File: config.mk
export PLATFORM = sky130hd
export DESIGN_NAME = adam_ramb_arbiter_flat
export DESIGN_NICKNAME = d
export VERILOG_FILES = /design/src/rtl/adam_ramb_arbiter_if.sv /design/src/rtl/adam_ramb_arbiter.sv /design/src/flat_wrapper.sv
export SDC_FILE = /design/constraint.sdc
export NUM_CORES = 1
export LEC_CHECK = 0
export BUFFER_PORTS_ARGS = -buffer_cell sky130_fd_sc_hd__clkbuf_2
export CORE_AREA = 10 10 86 88
export DETAILED_ROUTE_END_ITERATION = 12
export DIE_AREA = 0 0 96 98
export HOLD_SLACK_MARGIN = 0.05
export MAX_ROUTING_LAYER = met4
export PLACE_DENSITY = 0.81
export SLEW_MARGIN = 20
export SYNTH_ARGS = -nofsm -noshare
export SYNTH_HDL_FRONTEND = slang
export SYNTH_SLANG_ARGS = --single-unit
File: constraint.sdc
create_clock -name clk_i -period 2.5 [get_ports clk_i]
set_input_delay 0.5 -clock clk_i [delete_from_list [all_inputs] [get_ports clk_i]]
set_output_delay 0.5 -clock clk_i [all_outputs]
set_load 0.005 [all_outputs]
File: src/rtl/adam_ramb_arbiter_if.sv
// Request/RAM-port bundle between the two DMA masters, the port-B arbiter and the RAM port.
// slave = arbiter view; master = the requesters plus the RAM, as driven by a bench or wrapper.
interface adam_ramb_arbiter_if #(
    parameter int AW = 16
);
    logic          req0_rd_i,   req1_rd_i;
    logic          req0_wr_i,   req1_wr_i;
    logic          req0_lock_i, req1_lock_i;
    logic [AW-1:0] req0_addr_i, req1_addr_i;
    logic [7:0]    req0_data_i, req1_data_i;
    logic          req0_ack_o,  req1_ack_o;
    logic          req0_err_o,  req1_err_o;
    logic [7:0]    rdata_o;
    logic [AW-1:0] ramb_addr_o;
    logic          ramb_wr_o,   ramb_rd_o;
    logic [7:0]    ramb_dout_o;
    logic [7:0]    ramb_din_i;
    logic          ramb_wr_ack_i, ramb_rd_ack_i;

    modport slave (
        input  req0_rd_i, req1_rd_i, req0_wr_i, req1_wr_i, req0_lock_i, req1_lock_i,
        input  req0_addr_i, req1_addr_i, req0_data_i, req1_data_i,
        input  ramb_din_i, ramb_wr_ack_i, ramb_rd_ack_i,
        output req0_ack_o, req1_ack_o, req0_err_o, req1_err_o, rdata_o,
        output ramb_addr_o, ramb_wr_o, ramb_rd_o, ramb_dout_o
    );

    modport master (
        output req0_rd_i, req1_rd_i, req0_wr_i, req1_wr_i, req0_lock_i, req1_lock_i,
        output req0_addr_i, req1_addr_i, req0_data_i, req1_data_i,
        output ramb_din_i, ramb_wr_ack_i, ramb_rd_ack_i,
        input  req0_ack_o, req1_ack_o, req0_err_o, req1_err_o, rdata_o,
        input  ramb_addr_o, ramb_wr_o, ramb_rd_o, ramb_dout_o
    );
endinterface

File: src/rtl/adam_ramb_arbiter.sv
// Round-robin port-B sequencer shared by the SD DMA (0) and tape DMA (1); grant to ack is 3 cycles with a registered RAM ack.
// Requesters hold a level request until their ack pulse; a missing RAM ack ends in an error ack after TMO wait cycles.
module adam_ramb_arbiter #(
    parameter int AW  = 16,
    parameter int TMO = 15
) (
    input  logic               clk_i,
    input  logic               reset_n_i,
    adam_ramb_arbiter_if.slave bus
);
    localparam logic [1:0] S_IDLE  = 2'd0;
    localparam logic [1:0] S_ISSUE = 2'd1;
    localparam logic [1:0] S_WAIT  = 2'd2;
    localparam logic [1:0] S_DONE  = 2'd3;

    logic [1:0]    r_state;
    logic          r_owner;
    logic          r_last;
    logic          r_lock;
    logic          r_wr;
    logic [3:0]    r_cnt;
    logic [AW-1:0] r_addr;
    logic [7:0]    r_dout;
    logic [7:0]    r_rdata;
    logic          r_stb_wr, r_stb_rd;
    logic          r_ack0, r_ack1, r_err0, r_err1;

    logic w_pend0, w_pend1;
    logic w_gnt0, w_gnt1, w_gnt_wr;
    logic w_own_pend, w_own_lock;
    logic w_hit, w_fin_ok, w_fin_tmo;

    assign w_pend0 = bus.req0_rd_i | bus.req0_wr_i;
    assign w_pend1 = bus.req1_rd_i | bus.req1_wr_i;

    // r_last == 1 means requester 1 was served last, so requester 0 wins a tie.
    assign w_gnt0 = w_pend0 & (r_lock ? ~r_owner : (~w_pend1 | r_last));
    assign w_gnt1 = w_pend1 & (r_lock ?  r_owner : (~w_pend0 | ~r_last));
    assign w_gnt_wr = w_gnt1 ? bus.req1_wr_i : bus.req0_wr_i;

    assign w_own_pend = r_owner ? w_pend1 : w_pend0;
    assign w_own_lock = r_owner ? bus.req1_lock_i : bus.req0_lock_i;

    assign w_hit     = r_wr ? bus.ramb_wr_ack_i : bus.ramb_rd_ack_i;
    assign w_fin_ok  = ((r_state == S_ISSUE) || (r_state == S_WAIT)) && w_hit;
    assign w_fin_tmo = (r_state == S_WAIT) && !w_hit && (r_cnt == 4'(TMO));

    always_ff @(posedge clk_i or negedge reset_n_i) begin
        if (!reset_n_i) begin
            r_state  <= S_IDLE;
            r_owner  <= 1'b0;
            r_last   <= 1'b1;
            r_lock   <= 1'b0;
            r_wr     <= 1'b0;
            r_cnt    <= 4'd0;
            r_addr   <= '0;
            r_dout   <= 8'h00;
            r_rdata  <= 8'h00;
            r_stb_wr <= 1'b0;
            r_stb_rd <= 1'b0;
            r_ack0   <= 1'b0;
            r_ack1   <= 1'b0;
            r_err0   <= 1'b0;
            r_err1   <= 1'b0;
        end else begin
            r_stb_wr <= 1'b0;
            r_stb_rd <= 1'b0;
            r_ack0   <= 1'b0;
            r_ack1   <= 1'b0;
            r_err0   <= 1'b0;
            r_err1   <= 1'b0;
            if (r_state == S_ISSUE) begin
                r_cnt <= 4'd0;
            end
            if (w_fin_ok || w_fin_tmo) begin
                r_state <= S_DONE;
                r_ack0  <= ~r_owner;
                r_ack1  <= r_owner;
                r_err0  <= w_fin_tmo & ~r_owner;
                r_err1  <= w_fin_tmo & r_owner;
                if (w_fin_tmo) begin
                    r_rdata <= 8'hFF;
                end else if (!r_wr) begin
                    r_rdata <= bus.ramb_din_i;
                end
            end else begin
                case (r_state)
                    S_IDLE: begin
                        if (w_gnt0 | w_gnt1) begin
                            r_owner  <= w_gnt1;
                            r_wr     <= w_gnt_wr;
                            r_addr   <= w_gnt1 ? bus.req1_addr_i : bus.req0_addr_i;
                            r_dout   <= w_gnt1 ? bus.req1_data_i : bus.req0_data_i;
                            r_stb_wr <= w_gnt_wr;
                            r_stb_rd <= ~w_gnt_wr;
                            r_state  <= S_ISSUE;
                        end else if (r_lock && !w_own_pend && !w_own_lock) begin
                            r_lock <= 1'b0;
                        end
                    end
                    S_ISSUE: r_state <= S_WAIT;
                    S_WAIT: begin
                        if (r_cnt != 4'hF) begin
                            r_cnt <= r_cnt + 4'd1;
                        end
                    end
                    S_DONE: begin
                        r_last  <= r_owner;
                        r_lock  <= w_own_lock;
                        r_state <= S_IDLE;
                    end
                    default: r_state <= S_IDLE;
                endcase
            end
        end
    end

    assign bus.ramb_addr_o = r_addr;
    assign bus.ramb_dout_o = r_dout;
    assign bus.ramb_wr_o   = r_stb_wr;
    assign bus.ramb_rd_o   = r_stb_rd;
    assign bus.rdata_o     = r_rdata;
    assign bus.req0_ack_o  = r_ack0;
    assign bus.req1_ack_o  = r_ack1;
    assign bus.req0_err_o  = r_err0;
    assign bus.req1_err_o  = r_err1;
endmodule

File: src/flat_wrapper.sv
// flat-port wrapper written by rule: the top's interface ports become plain ports
module adam_ramb_arbiter_flat 
#(
    parameter int AW  = 16,
    parameter int TMO = 15
)
  (clk_i, reset_n_i, bus_req0_rd_i, bus_req1_rd_i, bus_req0_wr_i, bus_req1_wr_i, bus_req0_lock_i, bus_req1_lock_i, bus_req0_addr_i, bus_req1_addr_i, bus_req0_data_i, bus_req1_data_i, bus_ramb_din_i, bus_ramb_wr_ack_i, bus_ramb_rd_ack_i, bus_req0_ack_o, bus_req1_ack_o, bus_req0_err_o, bus_req1_err_o, bus_rdata_o, bus_ramb_addr_o, bus_ramb_wr_o, bus_ramb_rd_o, bus_ramb_dout_o);
  adam_ramb_arbiter_if #(.AW(AW)) bus_i ();
  input  logic clk_i;
  input  logic reset_n_i;
  input wire logic [$bits(bus_i.req0_rd_i)-1:0] bus_req0_rd_i;
  input wire logic [$bits(bus_i.req1_rd_i)-1:0] bus_req1_rd_i;
  input wire logic [$bits(bus_i.req0_wr_i)-1:0] bus_req0_wr_i;
  input wire logic [$bits(bus_i.req1_wr_i)-1:0] bus_req1_wr_i;
  input wire logic [$bits(bus_i.req0_lock_i)-1:0] bus_req0_lock_i;
  input wire logic [$bits(bus_i.req1_lock_i)-1:0] bus_req1_lock_i;
  input wire logic [$bits(bus_i.req0_addr_i)-1:0] bus_req0_addr_i;
  input wire logic [$bits(bus_i.req1_addr_i)-1:0] bus_req1_addr_i;
  input wire logic [$bits(bus_i.req0_data_i)-1:0] bus_req0_data_i;
  input wire logic [$bits(bus_i.req1_data_i)-1:0] bus_req1_data_i;
  input wire logic [$bits(bus_i.ramb_din_i)-1:0] bus_ramb_din_i;
  input wire logic [$bits(bus_i.ramb_wr_ack_i)-1:0] bus_ramb_wr_ack_i;
  input wire logic [$bits(bus_i.ramb_rd_ack_i)-1:0] bus_ramb_rd_ack_i;
  output wire logic [$bits(bus_i.req0_ack_o)-1:0] bus_req0_ack_o;
  output wire logic [$bits(bus_i.req1_ack_o)-1:0] bus_req1_ack_o;
  output wire logic [$bits(bus_i.req0_err_o)-1:0] bus_req0_err_o;
  output wire logic [$bits(bus_i.req1_err_o)-1:0] bus_req1_err_o;
  output wire logic [$bits(bus_i.rdata_o)-1:0] bus_rdata_o;
  output wire logic [$bits(bus_i.ramb_addr_o)-1:0] bus_ramb_addr_o;
  output wire logic [$bits(bus_i.ramb_wr_o)-1:0] bus_ramb_wr_o;
  output wire logic [$bits(bus_i.ramb_rd_o)-1:0] bus_ramb_rd_o;
  output wire logic [$bits(bus_i.ramb_dout_o)-1:0] bus_ramb_dout_o;
  assign bus_i.req0_rd_i = bus_req0_rd_i;
  assign bus_i.req1_rd_i = bus_req1_rd_i;
  assign bus_i.req0_wr_i = bus_req0_wr_i;
  assign bus_i.req1_wr_i = bus_req1_wr_i;
  assign bus_i.req0_lock_i = bus_req0_lock_i;
  assign bus_i.req1_lock_i = bus_req1_lock_i;
  assign bus_i.req0_addr_i = bus_req0_addr_i;
  assign bus_i.req1_addr_i = bus_req1_addr_i;
  assign bus_i.req0_data_i = bus_req0_data_i;
  assign bus_i.req1_data_i = bus_req1_data_i;
  assign bus_i.ramb_din_i = bus_ramb_din_i;
  assign bus_i.ramb_wr_ack_i = bus_ramb_wr_ack_i;
  assign bus_i.ramb_rd_ack_i = bus_ramb_rd_ack_i;
  assign bus_req0_ack_o = bus_i.req0_ack_o;
  assign bus_req1_ack_o = bus_i.req1_ack_o;
  assign bus_req0_err_o = bus_i.req0_err_o;
  assign bus_req1_err_o = bus_i.req1_err_o;
  assign bus_rdata_o = bus_i.rdata_o;
  assign bus_ramb_addr_o = bus_i.ramb_addr_o;
  assign bus_ramb_wr_o = bus_i.ramb_wr_o;
  assign bus_ramb_rd_o = bus_i.ramb_rd_o;
  assign bus_ramb_dout_o = bus_i.ramb_dout_o;
  adam_ramb_arbiter #(.AW(AW), .TMO(TMO)) u_core (.clk_i(clk_i), .reset_n_i(reset_n_i), .bus(bus_i));
endmodule
-- Yosys cells after proc, flatten, opt, wreduce, memory -nomap -nowiden
Index checks and enable logic that the tools add are counted.
- flip-flop bits (word level): 48
- input bits: 66
- output and inout bits: 38
- logic and storage cells: 88
- $add $sub $neg: 1
- equal/unequal tests: 9
- muxes and demuxes: 30
- bitwise logic cells: 15
- reduce and logical (&&, ||, !) cells: 18
- operators by type and width (operator ; number):
    $mux W8 ; 3
    $mux W1 ; 18
    $mux W16 ; 1
    $mux W4 ; 4
    $not A1 Y1 ; 6
    $pmux W2 S3 ; 1
    $reduce_and A2 Y1 ; 3
    $logic_and A1 B1 Y1 ; 5
    $or A1 B1 Y1 ; 5
    $add A4 B1 Y4 const B ; 1
    $and A1 B1 Y1 ; 4
    $eq A2 B2 Y1 const B ; 2
    $eq A4 B4 Y1 const B ; 1
    $mux W2 ; 2
    $ne A2 B2 Y1 const B ; 2
    $ne A4 B4 Y1 const B ; 1
    $reduce_and A4 Y1 ; 1
    $reduce_bool A4 Y1 ; 1
    $logic_not A1 Y1 ; 3
    $ne A3 B1 Y1 const B ; 1
    $reduce_and A3 Y1 ; 1
    $eq A2 B1 Y1 const B ; 1
    $logic_not A2 Y1 ; 1
    $logic_or A1 B1 Y1 ; 2
    other kinds (3) ; 3

-- Depth between registers and ports, before layout
- depth after elaboration: 10
- mapped depth: 8
- gate-level depth less buffers: 6

-- Worst setup path before layout
No wires, ideal clock.
- path type: input -> register
- start: input port bus_req0_wr_i
- end: register u_core.r_dout[5] (netlist: u_core.bus.ramb_dout_o[5])
- library setup time: 127 ps
- arrival time: 1917 ps
- required time: 2373 ps
- path slack: 456 ps
- cell stages on the path: 5
- path buffers: 1
- cell sequence: or2_1 a211oi_4 buf_6 mux2_2 mux2_1
- word-level cells in the longest chain between the ends: 7
- elaborated cells on any way between the ends: 9
- classes of those cells: mux (2); bitwise (6); reduce/logical (1)
- ends and longest elaborated chain (item ; RTL line ; RTL):
    from (decl) ; flat_wrapper.sv:13 ; input wire logic [$bits(bus_i.req0_wr_i)-1:0] bus_req0_wr_i;
    $or A1 B1 Y1 * ; adam_ramb_arbiter.sv:33 ; assign w_pend0 = bus.req0_rd_i | bus.req0_wr_i;
    $not A1 Y1 ; adam_ramb_arbiter.sv:38 ; assign w_gnt1 = w_pend1 & (r_lock ? r_owner : (~w_pend0 | ~r_last));
    $or A1 B1 Y1 ; adam_ramb_arbiter.sv:38 ;
    $mux W1 ; adam_ramb_arbiter.sv:38 ;
    $and A1 B1 Y1 ; adam_ramb_arbiter.sv:38 ;
    $or A1 B1 Y1 ; adam_ramb_arbiter.sv:89 ; if (w_gnt0 | w_gnt1) begin
    $reduce_and A3 Y1 (no line) ; -- ;
    to (signal assigned) ; adam_ramb_arbiter.sv:93 ; r_dout <= w_gnt1 ? bus.req1_data_i : bus.req0_data_i;
    to (decl) ; adam_ramb_arbiter.sv:23 ; logic [7:0] r_dout;
Mark *: on every way between the ends. The rest lies on a longest branch, timed or not.
A chain may end at the register's enable or synchronous reset.

-- Final worst setup path
- start: register u_core.r_state[0]
- end: register u_core.r_dout[0] (netlist: u_core.bus.ramb_dout_o[0])
- word-level cells in the longest chain between the ends: 6
- elaborated cells on any way between the ends: 10
- classes of those cells: eq/ne (2); bitwise (1); reduce/logical (7)
- ends and longest elaborated chain (item ; RTL line ; RTL):
    from (decl) ; adam_ramb_arbiter.sv:16 ; logic [1:0] r_state;
    from (signal assigned) ; adam_ramb_arbiter.sv:50 ; r_state <= S_IDLE;
    from (signal assigned) ; adam_ramb_arbiter.sv:76 ; r_state <= S_DONE;
    from (signal assigned) ; adam_ramb_arbiter.sv:96 ; r_state <= S_ISSUE;
    $eq A2 B1 Y1 / $eq A2 B2 Y1 (equally long branches) ; adam_ramb_arbiter.sv:45, adam_ramb_arbiter.sv:46 ;
    $logic_or A1 B1 Y1 / $logic_and A1 B1 Y1 (equally long branches) ; adam_ramb_arbiter.sv:45, adam_ramb_arbiter.sv:46 ;
    $logic_and A1 B1 Y1 (on tied branches) ; adam_ramb_arbiter.sv:45, adam_ramb_arbiter.sv:46 ;
    $logic_or A1 B1 Y1 ; adam_ramb_arbiter.sv:75 ; if (w_fin_ok || w_fin_tmo) begin
    $not A1 Y1 (no line) ; -- ;
    $reduce_and A3 Y1 (no line) * ; -- ;
Marks and branches as above.

==> metrics.md <==
| Metric | Value |
|---|---|
| Status | `complete, no violations` |
| Critical Path Max Stage Delay | `0.40 ns` |
| Type of the worst setup path | `flip-flop to flip-flop` |
| First-pass GRT wire length | `9610 µm` |
| Top post-synthesis cells by area | `dfrtp_1 (47%), mux2_2 (14%), mux2_4 (9.6%), nand2_1 (3.2%), buf_6 (2.7%)` |
| Max-slew violation count | `0` |
| Area Growth Syn to Fin | `27.8%` |
| R2R setup slack | `0.47 ns` |
| Yosys cell types | `41` |
| Total track usage | `0.129` |
| Core Area | `5750 µm²` |
| Clock Latency Late Sink | `0.29 ns` |
| Post-route clock skew | `0.00337 ns` |
| Final hold violations | `0` |
| Fmax achieved | `0.492 GHz` |
| Crit-path cells | `inv_1 > ha_1 > and4_1 > mux2i_1 > and3_1 > buf_12 > mux2_2` |
| Layout cells sized above 1 | `0.547` |
| Initial DRC count | `60` |
| Maxcap violations | `0` |
| # clock sinks | `48` |
| CTS Buf Count | `5` |
| CTS clk-pin slew, worst paths | `0.08 ns` |
| Vias per inst | `5.00` |
| Fillers | `483` |
| CTS H-Tree Depth | `2` |
| Syn Inst Count | `203` |
| Hold_ws | `0.130 ns` |
| Minimum clock period | `2.03 ns` |
| # Post-CTS Setup Buffers | `0` |
| Setup TNS | `0 ns` |
| Vias in the first global route | `1,970` |
| CP bufs+invs | `2` |
| Detailed placer's ending HPWL | `4900 µm` |
| Die X | `96 µm` |
| Ports | `104` |
| Switch share | `0.341` |
| CP top delay family | `multiplexers` |
| Grt ovf | `0` |
| Sw power | `1.22 mW` |
| Power Dens Cells | `1120 nW/µm²` |
| Post-synth EDFFs | `0` |
| Worst reg2reg path endpoint | `u_core.bus.ramb_dout_o[0]` |
| Register area share after synthesis | `0.482` |
| Synth cell count leaders | `dfrtp_1 (47), mux2_2 (32), nand2_1 (21)` |
| Most numerous cell in the Yosys netlist | `dfrtp_1` |
| Logic pwr share | `0.491` |
| Hold_buf cts | `0` |
| Critical path required time | `2.68 ns` |
| Critical Path Sink Type | `flip-flop` |
| Largest net degree at the start of global routing | `29` |
| # port buffers | `103` |
| Worst Hold Class | `input pin to async pin` |
| Worst r2r path cells | `7` |
| Syn_nets | `274` |
| Finish-stage setup viols | `0` |
| Ratio of final minimum period to clock period | `0.814` |
| Residual DRC | `0` |
| Worst Path Max Fanout | `28` |
| RSZ-0062 raised after global routing | `no` |
| Clk root buf | `clkbuf_8` |
| Post-synth ARST share | `1.00` |
| CP max-delay cell | `dfrtp_1` |
| # rows | `28` |
| Max VDD drop | `0.000435 V` |
| FF+latch count, synth | `48` |
| CTS max path bufs | `2` |
| Antenna violations before repair | `0` |
| Synth top area share | `0.472` |
| Final Wtd Congestion | `0.856` |
| Diodes inserted | `0` |
| Routed wire length | `6050 µm` |
| Die height | `98 µm` |
| Nets | `381` |
| Startpoint types | `flip-flop` |
| DR vias | `1,931` |
| Resized Gates After CTS | `0` |
| Initial Util | `0.434` |
| Cell taking the most area after synthesis | `dfrtp_1` |
| Share of power burned in registers | `0.378` |
| Clock share of power | `0.131` |
| Synthesis warning total | `0` |
| Worst-margin pin slew | `0.432 ns` |
| Routed Antenna Nets | `0` |
| Syn Std Cell Area | `2490 µm²` |
| Internal | `2.35 mW` |
| DIE AREA | `9410 µm²` |
| Leakage | `1.61 nW` |
| Rel. slew slack | `0.708` |
| Most used DFF post-synth | `dfrtp_1` |
| Mean routed wirelength per cell | `15.7 µm` |
| Drt pass-1 iters | `4` |
| CTS tree | `built` |
| Worst r2r src | `u_core.r_state[0]` |
| Critical path arrival | `2.21 ns` |
| Syn Area/Cell | `12.3 µm²` |
==> how the worst max path moves through the flow <==
stage / from / to / slack, ns / cells after the start
6_report: u_core.r_state[0] / u_core.bus.ramb_dout_o[0] / 0.47 / 7
5_1_grt: u_core.r_state[0] / u_core.bus.ramb_addr_o[15] / 0.35 / 7
4_1_cts: u_core.r_state[0] / u_core.bus.ramb_dout_o[3] / 0.45 / 7
3_5_place_dp: bus_req0_wr_i / u_core.bus.ramb_dout_o[6] / 0.37 / 6
3_3_place_gp: bus_req0_wr_i / u_core.bus.ramb_dout_o[5] / 0.41 / 6
2_1_floorplan: bus_req0_wr_i / u_core.bus.ramb_dout_o[5] / 0.46 / 5
==> cell families (layout without fill, tap and decap cells) <==
family                     count (synthesis)  after routing  synth area share
and+or+nand+nor                           55             55             0.112
muxes                                     53             53             0.263
DFF                                       48             48             0.482
AOI/OAI and AO/OA                         21             21            0.0632
buffers and inverters                     19            127            0.0472
adders and majority gates                  5              5            0.0251
xor gates and xnor gates                   2              2           0.00703
==> state kept, by name (all words and copies together) (netlist names) <==
name / flops
u_core.r_last: 1
u_core.bus.req1_ack_o: 1
u_core.r_lock: 1
u_core.r_state: 2
u_core.bus.rdata_o: 8
u_core.bus.ramb_rd_o: 1
u_core.r_owner: 1
u_core.bus.ramb_addr_o: 16
u_core.bus.req0_ack_o: 1
u_core.r_cnt: 4
u_core.bus.req0_err_o: 1
u_core.r_wr: 1
u_core.bus.ramb_wr_o: 1
u_core.bus.req1_err_o: 1
u_core.bus.ramb_dout_o: 8
==> layout make-up <==
type | instances | area (µm²) | share of cell area
flip-flops and latches | 48 | 1200 | 0.377
clock inverters | 1 | 7.51 | 0.00236
multi-input cells | 136 | 1170 | 0.368
repair buffers | 109 | 586 | 0.184
clock buffers | 7 | 86.3 | 0.0271
well taps | 75 | 93.8 | 0.0294
inverters | 10 | 37.5 | 0.0118
==> power by group through the flow <==
stage	logic [mW]	registers, mW	clock network (mW)
2_1_floorplan	1.21	1.34	0
6_report	1.75	1.35	0.468
5_1_grt	1.95	1.40	0.528
3_3_place_gp	1.74	1.34	0
4_1_cts	1.79	1.35	0.492
3_5_place_dp	1.79	1.36	0
==> layer usage <==
metal / share of wire / vias to the layer above / GRT usage
met5: 0 / - / -
met4: 0.012 / 0 / 0.0272
met3: 0.12 / 5 / 0.0505
met2: 0.46 / 95 / 0.208
met1: 0.41 / 899 / 0.146
li1: - / 932 / -
==> metrics by stage <==
| step | worst slack (ns) | total power [mW] | utilization | instances | area [µm²] |
|---|---|---|---|---|---|
| global route | 0.355 | 3.87 | 0.555 | 386 | 3190 |
| global placement | 0.411 | 3.09 | 0.538 | 378 | 3090 |
| floorplan | 0.456 | 2.56 | - | 203 | 2490 |
| detailed placement | 0.367 | 3.15 | 0.538 | 378 | 3090 |
| finish | 0.466 | 3.57 | 0.555 | 386 | 3190 |
| CTS | 0.452 | 3.63 | 0.555 | 386 | 3190 |
==> cells in the final DEF (no fill, tap or decap), types with 3 or more instances in the layout <==
cell type and count:
nand3_1 13, a21oi_1 3, clkbuf_2 103, mux2_2 32, nand2_1 21, mux2_4 16
inv_1 10, buf_4 4, dfrtp_1 47, o21ai_0 4, nor2_1 5, clkbuf_8 6
ha_1 5
Note: power is estimated with default switching activity, not from simulation.
